File: config.mk
export PLATFORM = sky130hd
export DESIGN_NAME = hmulti_null_sink
export DESIGN_NICKNAME = d
export VERILOG_FILES = /design/src/rtl/hmulti_null_sink_pkg.sv /design/src/rtl/hmulti_null_sink_chnl.sv /design/src/rtl/hmulti_null_sink.sv
export SDC_FILE = /design/constraint.sdc
export NUM_CORES = 1
export LEC_CHECK = 0
export CELL_PAD_IN_SITES_DETAIL_PLACEMENT = 1
export CELL_PAD_IN_SITES_GLOBAL_PLACEMENT = 1
export CORE_UTILIZATION = 40
export CTS_BUF_LIST = sky130_fd_sc_hd__clkbuf_4 sky130_fd_sc_hd__clkbuf_8
export DETAILED_ROUTE_END_ITERATION = 8
export PLACE_DENSITY = 0.92
export SYNTH_ARGS = -nofsm -noshare
export SYNTH_HDL_FRONTEND = slang
export SYNTH_SLANG_ARGS = --single-unit
File: constraint.sdc
create_clock -name gch_clk -period 5.4 [get_ports gch_clk]
set_input_delay 0.81 -clock gch_clk [delete_from_list [all_inputs] [get_ports gch_clk]]
set_output_delay 0.81 -clock gch_clk [all_outputs]
set_load 0.02 [all_outputs]
File: src/rtl/hmulti_null_sink_pkg.sv
// Shared sink constants: on/off levels, default address/data widths and channel FSM encodings.
package hmulti_null_sink_pkg;

    localparam logic NS_ON  = 1'b1;
    localparam logic NS_OFF = 1'b0;

    localparam int NS_ADDRESS_SIZE = 8;
    localparam int NS_DATA_SIZE    = 8;
    localparam int NS_REQ_CKS      = 2;

    typedef enum logic [1:0] {
        HMS_IDLE = 2'd0,
        HMS_WAIT = 2'd1,
        HMS_ACK  = 2'd2,
        HMS_ERR  = 2'd3
    } hms_state_t;

endpackage

File: src/rtl/hmulti_null_sink_chnl.sv
// One sink channel: req debouncer, 4-phase handshake FSM with optional ack delay,
// saturating message counter and XOR checksum. err_stb pulses on a dst mismatch.
module hmulti_sink_chnl
    import hmulti_null_sink_pkg::*;
#(
    parameter int MY_LOCAL_ADDR = 0,
    parameter int ASZ           = NS_ADDRESS_SIZE,
    parameter int DSZ           = NS_DATA_SIZE,
    parameter int CSZ           = 16,
    parameter int REQ_CKS       = NS_REQ_CKS,
    parameter int ACK_DELAY     = 0
) (
    input  logic           clk,
    input  logic           reset,
    input  logic           ready,
    input  logic           clr,
    input  logic           req,
    input  logic [ASZ-1:0] dst,
    input  logic [DSZ-1:0] dat,
    output logic           ack,
    output logic [CSZ-1:0] cnt,
    output logic [DSZ-1:0] cks,
    output logic           err_stb
);

    localparam int DW = (REQ_CKS > 1) ? $clog2(REQ_CKS) : 1;
    localparam logic [DW-1:0] DEB_MAX  = DW'(REQ_CKS - 1);
    localparam logic [7:0]    DLY_LOAD = (ACK_DELAY > 0) ? 8'(ACK_DELAY - 1) : 8'd0;

    hms_state_t    state;
    hms_state_t    state_nxt;
    logic          ckd_req;
    logic [DW-1:0] deb;
    logic [7:0]    dly;
    logic          accept;

    // ckd_req rises on the REQ_CKS-th consecutive high sample and falls on the first low one
    always_ff @(posedge clk) begin
        if (reset) begin
            deb     <= '0;
            ckd_req <= NS_OFF;
        end else if (!req) begin
            deb     <= '0;
            ckd_req <= NS_OFF;
        end else if (deb < DEB_MAX) begin
            deb <= deb + 1'b1;
        end else begin
            ckd_req <= NS_ON;
        end
    end

    always_ff @(posedge clk) begin
        if (reset) state <= HMS_IDLE;
        else       state <= state_nxt;
    end

    always_comb begin
        state_nxt = state;
        accept    = 1'b0;
        err_stb   = 1'b0;
        if (ready) begin
            case (state)
                HMS_IDLE: if (ckd_req) begin
                    if (dst == ASZ'(MY_LOCAL_ADDR)) begin
                        accept    = 1'b1;
                        state_nxt = (ACK_DELAY == 0) ? HMS_ACK : HMS_WAIT;
                    end else begin
                        err_stb   = 1'b1;
                        state_nxt = HMS_ERR;
                    end
                end
                // a withdrawn req does not cut the delay short; ACK then drops it after one cycle
                HMS_WAIT: if (dly == 8'd0) state_nxt = HMS_ACK;
                HMS_ACK:  if (!ckd_req) state_nxt = HMS_IDLE;
                HMS_ERR:  if (!ckd_req) state_nxt = HMS_IDLE;
                default:  state_nxt = HMS_IDLE;
            endcase
        end
    end

    assign ack = (state == HMS_ACK);

    always_ff @(posedge clk) begin
        if (reset) begin
            dly <= 8'd0;
        end else if (ready) begin
            if (accept)                                 dly <= DLY_LOAD;
            else if (state == HMS_WAIT && dly != 8'd0) dly <= dly - 8'd1;
        end
    end

    // clr outranks a same-cycle accept: the message is acked but not counted
    always_ff @(posedge clk) begin
        if (reset || clr) begin
            cnt <= '0;
            cks <= '0;
        end else if (accept) begin
            if (cnt != {CSZ{1'b1}}) cnt <= cnt + 1'b1;
            cks <= cks ^ dat;
        end
    end

endmodule

File: src/rtl/hmulti_null_sink.sv
// Multi-channel null sink: NUM_CHNLS independent req/ack terminators at one address,
// plus ready sequencing and a first-error latch (lowest channel wins ties).
module hmulti_null_sink
    import hmulti_null_sink_pkg::*;
#(
    parameter int MY_LOCAL_ADDR = 0,
    parameter int ASZ           = NS_ADDRESS_SIZE,
    parameter int DSZ           = NS_DATA_SIZE,
    parameter int NUM_CHNLS     = 4,
    parameter int CSZ           = 16,
    parameter int REQ_CKS       = NS_REQ_CKS,
    parameter int ACK_DELAY     = 0
) (
    input  logic                     gch_clk,
    input  logic                     gch_reset,
    output logic                     gch_ready,
    input  logic                     clr,
    input  logic [NUM_CHNLS-1:0]     rcv_req,
    output logic [NUM_CHNLS-1:0]     rcv_ack_out,
    input  logic [NUM_CHNLS*ASZ-1:0] rcv_dst,
    input  logic [NUM_CHNLS*DSZ-1:0] rcv_dat,
    output logic [NUM_CHNLS*CSZ-1:0] cnt_out,
    output logic [NUM_CHNLS*DSZ-1:0] cks_out,
    output logic                     err_flag,
    output logic [3:0]               err_chnl,
    output logic [ASZ-1:0]           err_dst,
    output logic [DSZ-1:0]           err_dat
);

    logic           init_q;
    logic [NUM_CHNLS-1:0] err_stb;
    logic [3:0]     first_idx;
    logic [ASZ-1:0] first_dst;
    logic [DSZ-1:0] first_dat;

    // one init cycle after reset release before channels may act
    always_ff @(posedge gch_clk) begin
        if (gch_reset) begin
            init_q    <= NS_OFF;
            gch_ready <= NS_OFF;
        end else begin
            init_q    <= NS_ON;
            gch_ready <= init_q;
        end
    end

    for (genvar i = 0; i < NUM_CHNLS; i++) begin : g_chnl
        hmulti_sink_chnl #(
            .MY_LOCAL_ADDR(MY_LOCAL_ADDR),
            .ASZ          (ASZ),
            .DSZ          (DSZ),
            .CSZ          (CSZ),
            .REQ_CKS      (REQ_CKS),
            .ACK_DELAY    (ACK_DELAY)
        ) u_chnl (
            .clk    (gch_clk),
            .reset  (gch_reset),
            .ready  (gch_ready),
            .clr    (clr),
            .req    (rcv_req[i]),
            .dst    (rcv_dst[i*ASZ +: ASZ]),
            .dat    (rcv_dat[i*DSZ +: DSZ]),
            .ack    (rcv_ack_out[i]),
            .cnt    (cnt_out[i*CSZ +: CSZ]),
            .cks    (cks_out[i*DSZ +: DSZ]),
            .err_stb(err_stb[i])
        );
    end

    always_comb begin
        first_idx = '0;
        first_dst = '0;
        first_dat = '0;
        for (int i = NUM_CHNLS - 1; i >= 0; i--) begin
            if (err_stb[i]) begin
                first_idx = 4'(i);
                first_dst = rcv_dst[i*ASZ +: ASZ];
                first_dat = rcv_dat[i*DSZ +: DSZ];
            end
        end
    end

    always_ff @(posedge gch_clk) begin
        if (gch_reset || clr) begin
            err_flag <= NS_OFF;
            err_chnl <= '0;
            err_dst  <= '0;
            err_dat  <= '0;
        end else if (!err_flag && (|err_stb)) begin
            err_flag <= NS_ON;
            err_chnl <= first_idx;
            err_dst  <= first_dst;
            err_dat  <= first_dat;
        end
    end

endmodule

* Yosys cells after proc, flatten, opt, wreduce, memory -nomap -nowiden
Cells that the tools add are included.
** Operators by class
- $add $sub $neg :: 12
- Order comparisons :: 4
- Equality and inequality tests :: 28
- Muxes and demuxes :: 73
- Bitwise logic cells :: 8
- Reduce and logical (&&, ||, !) cells :: 48
** Operators with widths (number)
- 8-bit 2-to-1 mux :: 16
- 16-bit by 1-bit adder with 16-bit output (second input constant) :: 4
- 8-bit logical NOT :: 8
- 16-bit inequality test (second input constant) :: 4
- 1-bit 2-to-1 mux :: 37
- 8-bit nonzero test :: 4
- 8-bit by 1-bit subtractor with 8-bit output (second input constant) :: 4
- 8-bit XOR :: 4
- 2-bit 2-to-1 mux :: 13
- 2-bit case mux with 3 select lines :: 4
- 2-bit equality test (second input constant) :: 8
- 2-bit by 1-bit inequality test with 1-bit output (second input constant) :: 8
- 2-bit AND reduction :: 8
- 4-bit AND reduction :: 4
- 2-bit OR reduction :: 8
- 4-bit 2-to-1 mux :: 3
- 2-bit by 1-bit equality test with 1-bit output (second input constant) :: 4
- 2-bit logical NOT :: 4
- 2-bit inequality test (second input constant) :: 4
- 2-bit nonzero test :: 4
- 1-bit logical AND :: 5
- 1-bit adder (second input constant) :: 4
- 1-bit < comparator (second input constant) :: 4
- 1-bit NOT :: 4
- other kinds (3) :: 3
** Word-level totals
- Bits in registers :: 167
- Input bits :: 71
- Output and inout bits :: 122
- Logic and storage cells :: 203

* Depth between registers and ports, before layout
Gate-level depths: netlist of run 1.
- Depth in word-level cells :: 9
- Mapped depth :: 8
- Depth with buffers taken out :: 7

* Hierarchy
A second synthesis of run 1 with hierarchy kept.
** Second synthesis, totals
- Cell total of the unflattened synthesis :: 1012
- Area, all modules :: 8643.3 µm²
** By module, submodules not included
- hmulti_sink_chnl (g_chnl[0].u_chnl ...) :: times used 3, cells each 224, area each 1891.8 µm², seq. area each 720.7 µm²
- hmulti_sink_chnl (g_chnl[3].u_chnl) :: times used 1, cells each 219, area each 1883.1 µm², seq. area each 720.7 µm²
- hmulti_null_sink :: times used 1, cells each 121, area each 1084.8 µm², seq. area each 420.4 µm²

* Worst setup path before layout of run 1
Ideal clock, no wire load.
- Kind :: input to register
- Start point :: input port rcv_dst[17]
- End point :: register err_dat[4]
- Library setup time :: 0.117 ns
- Arrival time :: 2.467 ns
- Data required time :: 5.283 ns
- Slack :: 2.815 ns
- Stages :: 7
- Buffers on the path :: 2
- Path through :: nor4_4 -> a21boi_4 -> or4_4 -> buf_6 -> and3_4 -> buf_6 -> a32o_1
** Between the ends
- Cells in the longest elaborated chain, start to end :: 8
- Elaborated cells on any way between the ends :: 10
- Classes of those cells :: 7 x mux; 3 x reduce/logical
** RTL lines
- start: declaration :: RTL line hmulti_null_sink.sv:20 : input logic [NUM_CHNLS*ASZ-1:0] rcv_dst,
- 8-bit logical NOT (*) :: RTL line hmulti_null_sink_chnl.sv:64 : if (dst == ASZ'(MY_LOCAL_ADDR)) begin
- 1-bit 2-to-1 mux (*) :: RTL line hmulti_null_sink_chnl.sv:64
- 1-bit 2-to-1 mux (*) :: RTL line hmulti_null_sink_chnl.sv:63 : HMS_IDLE: if (ckd_req) begin
- 1-bit 2-to-1 mux (*) :: RTL line hmulti_null_sink_chnl.sv:62 : case (state)
- 1-bit 2-to-1 mux (*) :: RTL line hmulti_null_sink_chnl.sv:61 : if (ready) begin
- 8-bit 2-to-1 mux (3 in a row) :: RTL line hmulti_null_sink.sv:75 : if (err_stb[i]) begin
- end signal: assignment :: RTL line hmulti_null_sink.sv:93 : err_dat <= first_dat;
- end: declaration :: RTL line hmulti_null_sink.sv:27 : output logic [DSZ-1:0] err_dat
Every way passes the cells marked *; elsewhere a longest branch is shown, timed or not.
A chain may end at the register's enable or synchronous reset.

* Final worst setup path of run 1
- Start point :: register gch_ready
- End point :: register err_dst[2]
** Between the ends
- Cells in the longest elaborated chain, start to end :: 5
- Elaborated cells on any way between the ends :: 10
- Classes of those cells :: 8 x mux; 2 x reduce/logical
** RTL lines
- start: declaration :: RTL line hmulti_null_sink.sv:16 : output logic gch_ready,
- start signal: assignment :: RTL line hmulti_null_sink.sv:43 : gch_ready <= init_q;
- 1-bit 2-to-1 mux :: RTL line hmulti_null_sink_chnl.sv:61
- 8-bit 2-to-1 mux (4 in a row) :: RTL line hmulti_null_sink.sv:75
- end signal: assignment :: RTL line hmulti_null_sink.sv:92 : err_dst <= first_dst;
- end: declaration :: RTL line hmulti_null_sink.sv:26 : output logic [ASZ-1:0] err_dst,
Several ways; a longest one is shown, not always the timed one.

==> results of run 1 <==
## logic make-up after synthesis
group | synth area share
fa+ha+maj | 0.0185
flops | 0.407
xor+xnor | 0.104
other cells | 0.000463
mux | 0.00988
compound gates | 0.170
simple gates | 0.246
buf+inv | 0.0438
## sequential cells by signal (all words and copies together), names as in the netlist
signal / cells
err_chnl: 2
err_dat: 8
err_dst: 8
err_flag: 1
g_chnl.u_chnl.ckd_req: 4
g_chnl.u_chnl.cks: 32
g_chnl.u_chnl.cnt: 64
g_chnl.u_chnl.deb: 4
g_chnl.u_chnl.dly: 32
g_chnl.u_chnl.state: 8
gch_ready: 1
init_q: 1
## stage by stage
stage	instance area [µm²]	hold slack, ns
final	10500	0.434
after global placement	10100	0.408
after global routing	10500	0.461
after detailed placement	10100	0.416
after CTS	10500	0.438
after floorplan	8110	0.405
## worst max-delay path, cell delays in order, from the launching register on
cell	delay [ns]
dfxtp_1	0.86
and4bb_1	0.58
a21boi_1	0.41
nor2b_1	0.74
a221o_1	0.33
a32o_1	0.17
## how the worst min path moves through the flow
stage | start | end | slack, ns | cells past startpoint
3_5_place_dp | g_chnl[0].u_chnl.deb$_SDFFE_PP0N_ | g_chnl[0].u_chnl.ckd_req$_SDFFE_PP0P_ | 0.42 | 1
2_1_floorplan | g_chnl[0].u_chnl.deb$_SDFFE_PP0N_ | g_chnl[0].u_chnl.ckd_req$_SDFFE_PP0P_ | 0.41 | 1
6_report | g_chnl[0].u_chnl.deb$_SDFFE_PP0N_ | g_chnl[0].u_chnl.ckd_req$_SDFFE_PP0P_ | 0.43 | 1
5_1_grt | g_chnl[0].u_chnl.deb$_SDFFE_PP0N_ | g_chnl[0].u_chnl.ckd_req$_SDFFE_PP0P_ | 0.46 | 1
3_3_place_gp | g_chnl[0].u_chnl.deb$_SDFFE_PP0N_ | g_chnl[0].u_chnl.ckd_req$_SDFFE_PP0P_ | 0.41 | 1
4_1_cts | g_chnl[0].u_chnl.deb$_SDFFE_PP0N_ | g_chnl[0].u_chnl.ckd_req$_SDFFE_PP0P_ | 0.44 | 1
## cell type report
cell class | instances | area, µm²
repair buffers | 196 | 1950
fillers | 2332 | 9120
multi-input cells | 675 | 4450
well taps | 265 | 332
inverters | 22 | 82.6
flip-flops and latches | 165 | 3300
clock inverters | 14 | 178
clock buffers | 17 | 234
## metal layers
layer | vias to the layer above | global-route usage
li1 | 3606 | -
met1 | 3787 | 0.317
met2 | 248 | 0.444
met3 | 41 | 0.0768
met4 | 0 | 0.0814
met5 | - | 0
## placed cells by master, fill, tap and decap left out, drive strengths merged, types with 18 or more instances in the layout
cell type / count
clkdlybuf4s50: 190
dfxtp: 165
nor2: 121
nand2: 86
xor2: 49
xnor2: 47
nor3: 35
a21oi: 33
nand3: 28
inv: 24
nor4: 19
a211oi: 18
## power by group through the flow
| stage | registers [W] | logic, W | clock network [W] |
|---|---|---|---|
| after global placement | 0.00125 | 0.000145 | 0 |
| after floorplan | 0.00125 | 0.0000584 | 0 |
| final | 0.00123 | 0.000149 | 0.000953 |
| after global routing | 0.00123 | 0.000157 | 0.00102 |
| after detailed placement | 0.00125 | 0.000147 | 0 |
| after CTS | 0.00123 | 0.000148 | 0.000969 |
==> flow_metrics.py, run 1 <==
metrics = {
    "clock_network": {
        "htreeDepth": 4,
        "clock_path_buffers": 2,
        "clk_latency_ns": 0.46,
        "postCtsHoldBufs": 0,
        "clkTransAtPathRegs_ns": 0.10,
        "cts_setup_buffers": 0,
        "cts_tree": "built",
        "ctsResizeCount": 0,
        "cts_sinks": 165,
        "cts-root-buf": "clkbuf_8",
        "numCtsBuffers": 17,
    },
    "logic_synthesis": {
        "yosysUniqueCellTypes": 73,
        "seq_area_frac_synth": 0.407,
        "ys_warn_count": 0,
        "synth_async_sr_flop_share": 0,
        "synthCells": 918,
        "synth_common_cells": "165 x dfxtp_1, 121 x nor2_1, 85 x nand2_1",
        "synth_top_flop_cell": "dfxtp_1",
        "synth_edf_count": 0,
        "synth.area.top_cells": "dfxtp_1 41%, nor2_1 5.6%, xor2_1 5.3%, xnor2_1 5.1%, nand2_1 3.9%",
        "syn_area_um2": 8110,
        "syn_avg_cell_area_um2": 8.83,
        "yosysTopAreaCell": "dfxtp_1",
        "synth.most_common_cell": "dfxtp_1",
        "synth_top_area_share": 0.407,
        "ys_seq_elements": 165,
    },
    "power_and_ir_drop": {
        "switching_share": 0.249,
        "ir_drop_mv": 0.167,
        "p_int_w": 0.00175,
        "p_leak_nw": 3.43,
        "p_comb_frac": 0.064,
        "pwr-share-seq": 0.527,
        "p_per_area_nw_per_um2": 221,
        "p_sw_w": 0.000581,
        "total_power_w": 0.00233,
        "clock_power_share": 0.409,
    },
    "finish": {
        "area_growth_syn_to_layout_pct": 29.9,
        "fin_util": 0.536,
        "antenna_cells": 0,
        "finalNonFillerCells": 1354,
        "layout.nets": 1160,
        "drive_gt1_frac": 0.0670,
    },
    "floorplanning": {
        "num_io_pins": 193,
        "dieWidth_um": 144,
        "initial_core_util": 0.412,
        "die_y_um": 144,
        "die_area_um2": 20800,
        "rows": 51,
        "core-area_um2": 19700,
    },
    "run_status": {
        "status": "complete, no violations",
    },
    "routing": {
        "top_layer": "met4",
        "dr_wl_met3_mm": 2.07,
        "drt-total-wl_mm": 27.0,
        "drt_iter0_drc": 427,
        "dr.pass1.iters": 5,
        "m1WireLength_mm": 11.4,
        "viasPerCell": 5.67,
        "remaining_drc_errors": 0,
        "wl_met2_mm": 13.0,
        "ant_nets": 0,
        "wl_per_cell_um": 19.9,
        "num_vias": 7682,
    },
    "timing": {
        "layout_min_cycle_time_ns": 3.15,
        "slew_headroom": 0.202,
        "skew_ns": 0.0109,
        "setup_viol": 0,
        "drv_slew": 0,
        "rsz0062_at_grt": "no",
        "final.setup.tns_ns": 0,
        "setup_ws_ns": 2.25,
        "max_freq_ghz": 0.317,
        "hold_viol": 0,
        "finalCritPeriodShare": 0.584,
        "worstMarginPinSlew_ns": 1.19,
    },
    "setup_path": {
        "rr_worst_depth": 5,
        "crit-reg2reg-capture": "err_dst[2]$_SDFFE_PP0P_",
        "cp.arrival_ns": 3.57,
        "reg2reg_from": "gch_ready$_SDFF_PP0_",
        "cp-endpoint": "err_dst[2]$_SDFFE_PP0P_",
        "cp-start-kind": "flip-flop",
        "worst-setup-path-type": "flip-flop to flip-flop",
        "r2r_slack_ns": 2.25,
        "crit_start": "gch_ready$_SDFF_PP0_",
        "critPathCaptureType": "flip-flop",
        "required_ns": 5.81,
        "cp_max_fo": 22,
    },
    "global_route": {
        "grt_overflow": 0,
        "antenna_found_initial": 0,
        "grt_max_degree": 57,
        "grt_pass1_wl_mm": 41.5,
        "grtUsageTotal": 0.262,
        "grt_pass1_vias": 7719,
    },
    "placement": {
        "dp_hpwl_mm": 19.8,
        "placed_cells": 1323,
        "globalplace.congestion": 0.867,
        "dp_slack_ns": 1.90,
        "port-buffer-count": 190,
    },
    "min_path": {
        "min_path_type": "flip-flop to flip-flop",
    },
    "job": {
        "cap_violations": 0,
    },
}
No activity file was read; power rests on OpenSTA's default activity.
==> run 2: changes to the inputs <==
- CORE_UTILIZATION: 40 -> 35
- PLACE_DENSITY: 0.92 -> 0.86
- clock period: 5.4 -> 2.7 ns (I/O delays scaled with it)
==> run 2 against run 1 <==
Effect of this change: die area rose by 14%; first-iteration DRC count down 31%; fmax grew 28%; sequential cell count is the same; critical path depth stayed put; largest power group unchanged.
==> flow_metrics.py, run 2 (synthesis results as in run 1) <==
metrics = {
    "run_status": {
        "status": "complete, no violations",
    },
    "routing": {
        "num_vias": 7724,
        "drt-total-wl_mm": 27.2,
        "dr.pass1.iters": 4,
        "drt_iter0_drc": 295,
        "viasPerCell": 5.44,
        "remaining_drc_errors": 0,
        "ant_nets": 0,
        "wl_per_cell_um": 19.2,
    },
    "finish": {
        "area_growth_syn_to_layout_pct": 34.0,
        "layout.nets": 1204,
        "layout_common_cells": "190 x clkdlybuf4s50_1, 165 x dfxtp_1, 121 x nor2_1, 85 x nand2_1, 49 x xor2_1",
        "largest_register_ffs": 64,
        "final_common_cell": "clkdlybuf4s50_1",
        "fillCellCount": 2645,
        "top_register": "g_chnl.u_chnl.cnt",
        "reg.largest.list": "g_chnl.u_chnl.cnt: 64 flops, g_chnl.u_chnl.cks: 32 flops, g_chnl.u_chnl.dly: 32 flops",
        "finalNonFillerCells": 1421,
        "drive_gt1_frac": 0.103,
    },
    "min_path": {
        "min_path_type": "flip-flop to flip-flop",
        "min_path_cells": 1,
        "hold_start": "g_chnl[2].u_chnl.deb$_SDFFE_PP0N_",
        "min_to": "g_chnl[2].u_chnl.ckd_req$_SDFFE_PP0P_",
    },
    "setup_path": {
        "cp.arrival_ns": 2.87,
        "crit-reg2reg-capture": "err_dst[3]$_SDFFE_PP0P_",
        "worst-setup-path-type": "flip-flop to flip-flop",
        "cp-start-kind": "flip-flop",
        "cp_max_fo": 11,
        "r2r_slack_ns": 0.23,
        "rr_worst_depth": 5,
        "reg2reg_from": "gch_ready$_SDFF_PP0_",
        "critPathCaptureType": "flip-flop",
        "required_ns": 3.10,
        "crit_start": "gch_ready$_SDFF_PP0_",
    },
    "clock_network": {
        "htreeDepth": 4,
        "cts_tree": "built",
        "clkTransAtPathRegs_ns": 0.10,
        "cts_sinks": 165,
        "ctsResizeCount": 0,
        "postCtsHoldBufs": 0,
        "clock_path_buffers": 2,
        "clk_latency_ns": 0.46,
        "cts-root-buf": "clkbuf_8",
        "numCtsBuffers": 17,
        "cts_setup_buffers": 0,
    },
    "global_route": {
        "grt_pass1_vias": 7971,
        "grt_overflow": 0,
        "grtUsageTotal": 0.230,
        "grt_max_degree": 45,
        "use_met1": 0.269,
        "top_usage_layer": "met2",
        "grt_use_met2": 0.396,
        "antenna_found_initial": 6,
        "grtUsageMet3": 0.0720,
        "grt_pass1_wl_mm": 42.5,
    },
    "timing": {
        "setup_viol": 0,
        "hold_viol": 0,
        "drv_slew": 0,
        "rsz0062_at_grt": "no",
        "hold_ws_ns": 0.433,
        "worstMarginPinSlew_ns": 0.941,
        "slew_headroom": 0.371,
        "skew_ns": 0.0153,
        "finalCritPeriodShare": 0.915,
        "layout_min_cycle_time_ns": 2.47,
        "max_freq_ghz": 0.405,
    },
    "floorplanning": {
        "core-area_um2": 22700,
        "die_y_um": 154,
        "dieWidth_um": 154,
        "rows": 55,
        "die_area_um2": 23800,
        "num_io_pins": 193,
        "initial_core_util": 0.357,
    },
    "power_and_ir_drop": {
        "ir_drop_mv": 0.274,
        "p_sw_w": 0.00116,
        "p_comb_frac": 0.073,
        "clock_power_share": 0.371,
        "p_leak_nw": 3.62,
        "pwr-share-seq": 0.556,
        "p_int_w": 0.00325,
        "switching_share": 0.262,
        "p_per_area_nw_per_um2": 405,
    },
    "placement": {
        "placed_cells": 1387,
        "dp_hpwl_mm": 20.8,
        "port-buffer-count": 190,
        "globalplace.congestion": 0.828,
    },
    "job": {
        "cap_violations": 0,
    },
}
## run 2: cell count changes in the layout (fill, tap and decap cells not counted), moves of 3 or more
| cell | change |
|---|---|
| buf_4 | +41 |
| buf_12 | +3 |
| bufinv_16 | -3 |
| clkinvlp_4 | +3 |
| diode_2 | +3 |
## run 2: worst max-delay path, stage by stage (launching register included)
cell and delay [ns]:
dfxtp_1 0.57, and4bb_1 0.31, a21boi_1 0.27, nor2b_1 0.79, a221o_1 0.31, a32o_1 0.16
## run 2: final cells by class
cell class | instances | area (µm²) | area share
multi-input cells | 675 | 4450 | 0.410
well taps | 285 | 357 | 0.0328
inverters | 22 | 82.6 | 0.00760
clock inverters | 13 | 105 | 0.00967
flip-flops and latches | 165 | 3300 | 0.304
diodes | 3 | 7.51 | 0.000691
clock buffers | 18 | 241 | 0.0222
repair buffers | 240 | 2310 | 0.213
## run 2: how the worst max path moves through the flow
stage	to	slack [ns]	cells past startpoint
4_1_cts	err_dat[7]$_SDFFE_PP0P_	0.24	5
3_3_place_gp	err_dat[4]$_SDFFE_PP0P_	0.05	6
5_1_grt	err_dst[2]$_SDFFE_PP0P_	0.03	5
3_5_place_dp	err_dst[7]$_SDFFE_PP0P_	-0.02	7
2_1_floorplan	err_dat[4]$_SDFFE_PP0P_	0.52	7
6_report	err_dst[3]$_SDFFE_PP0P_	0.23	5
## run 2: power by group through the flow
stage	combinational [W]	clock, W	sequential [W]
after CTS	0.000319	0.00170	0.00245
final	0.000319	0.00163	0.00245
after global routing	0.000337	0.00179	0.00245
after detailed placement	0.000317	0	0.00251
after global placement	0.000310	0	0.00251
after floorplan	0.000117	0	0.00251
## run 2: metrics by stage
| step | util | instance area, µm² | setup WS, ns | total power (W) | TNS [ns] |
|---|---|---|---|---|---|
| floorplan | - | 8110 | 0.520 | 0.00262 | 0 |
| global placement | 0.463 | 10500 | 0.0459 | 0.00282 | 0 |
| detailed placement | 0.463 | 10500 | -0.0247 | 0.00282 | -0.0489 |
| CTS | 0.478 | 10900 | 0.240 | 0.00447 | 0 |
| global route | 0.478 | 10900 | 0.0326 | 0.00458 | 0 |
| finish | 0.478 | 10900 | 0.229 | 0.00440 | 0 |
## run 2: per-layer routing
metal / vias up / share of wire / wire, µm
li1: 3691 / - / -
met1: 3787 / 0.42 / 11500
met2: 203 / 0.48 / 13200
met3: 37 / 0.071 / 1920
met4: 6 / 0.022 / 612
met5: - / 0.0016 / 44
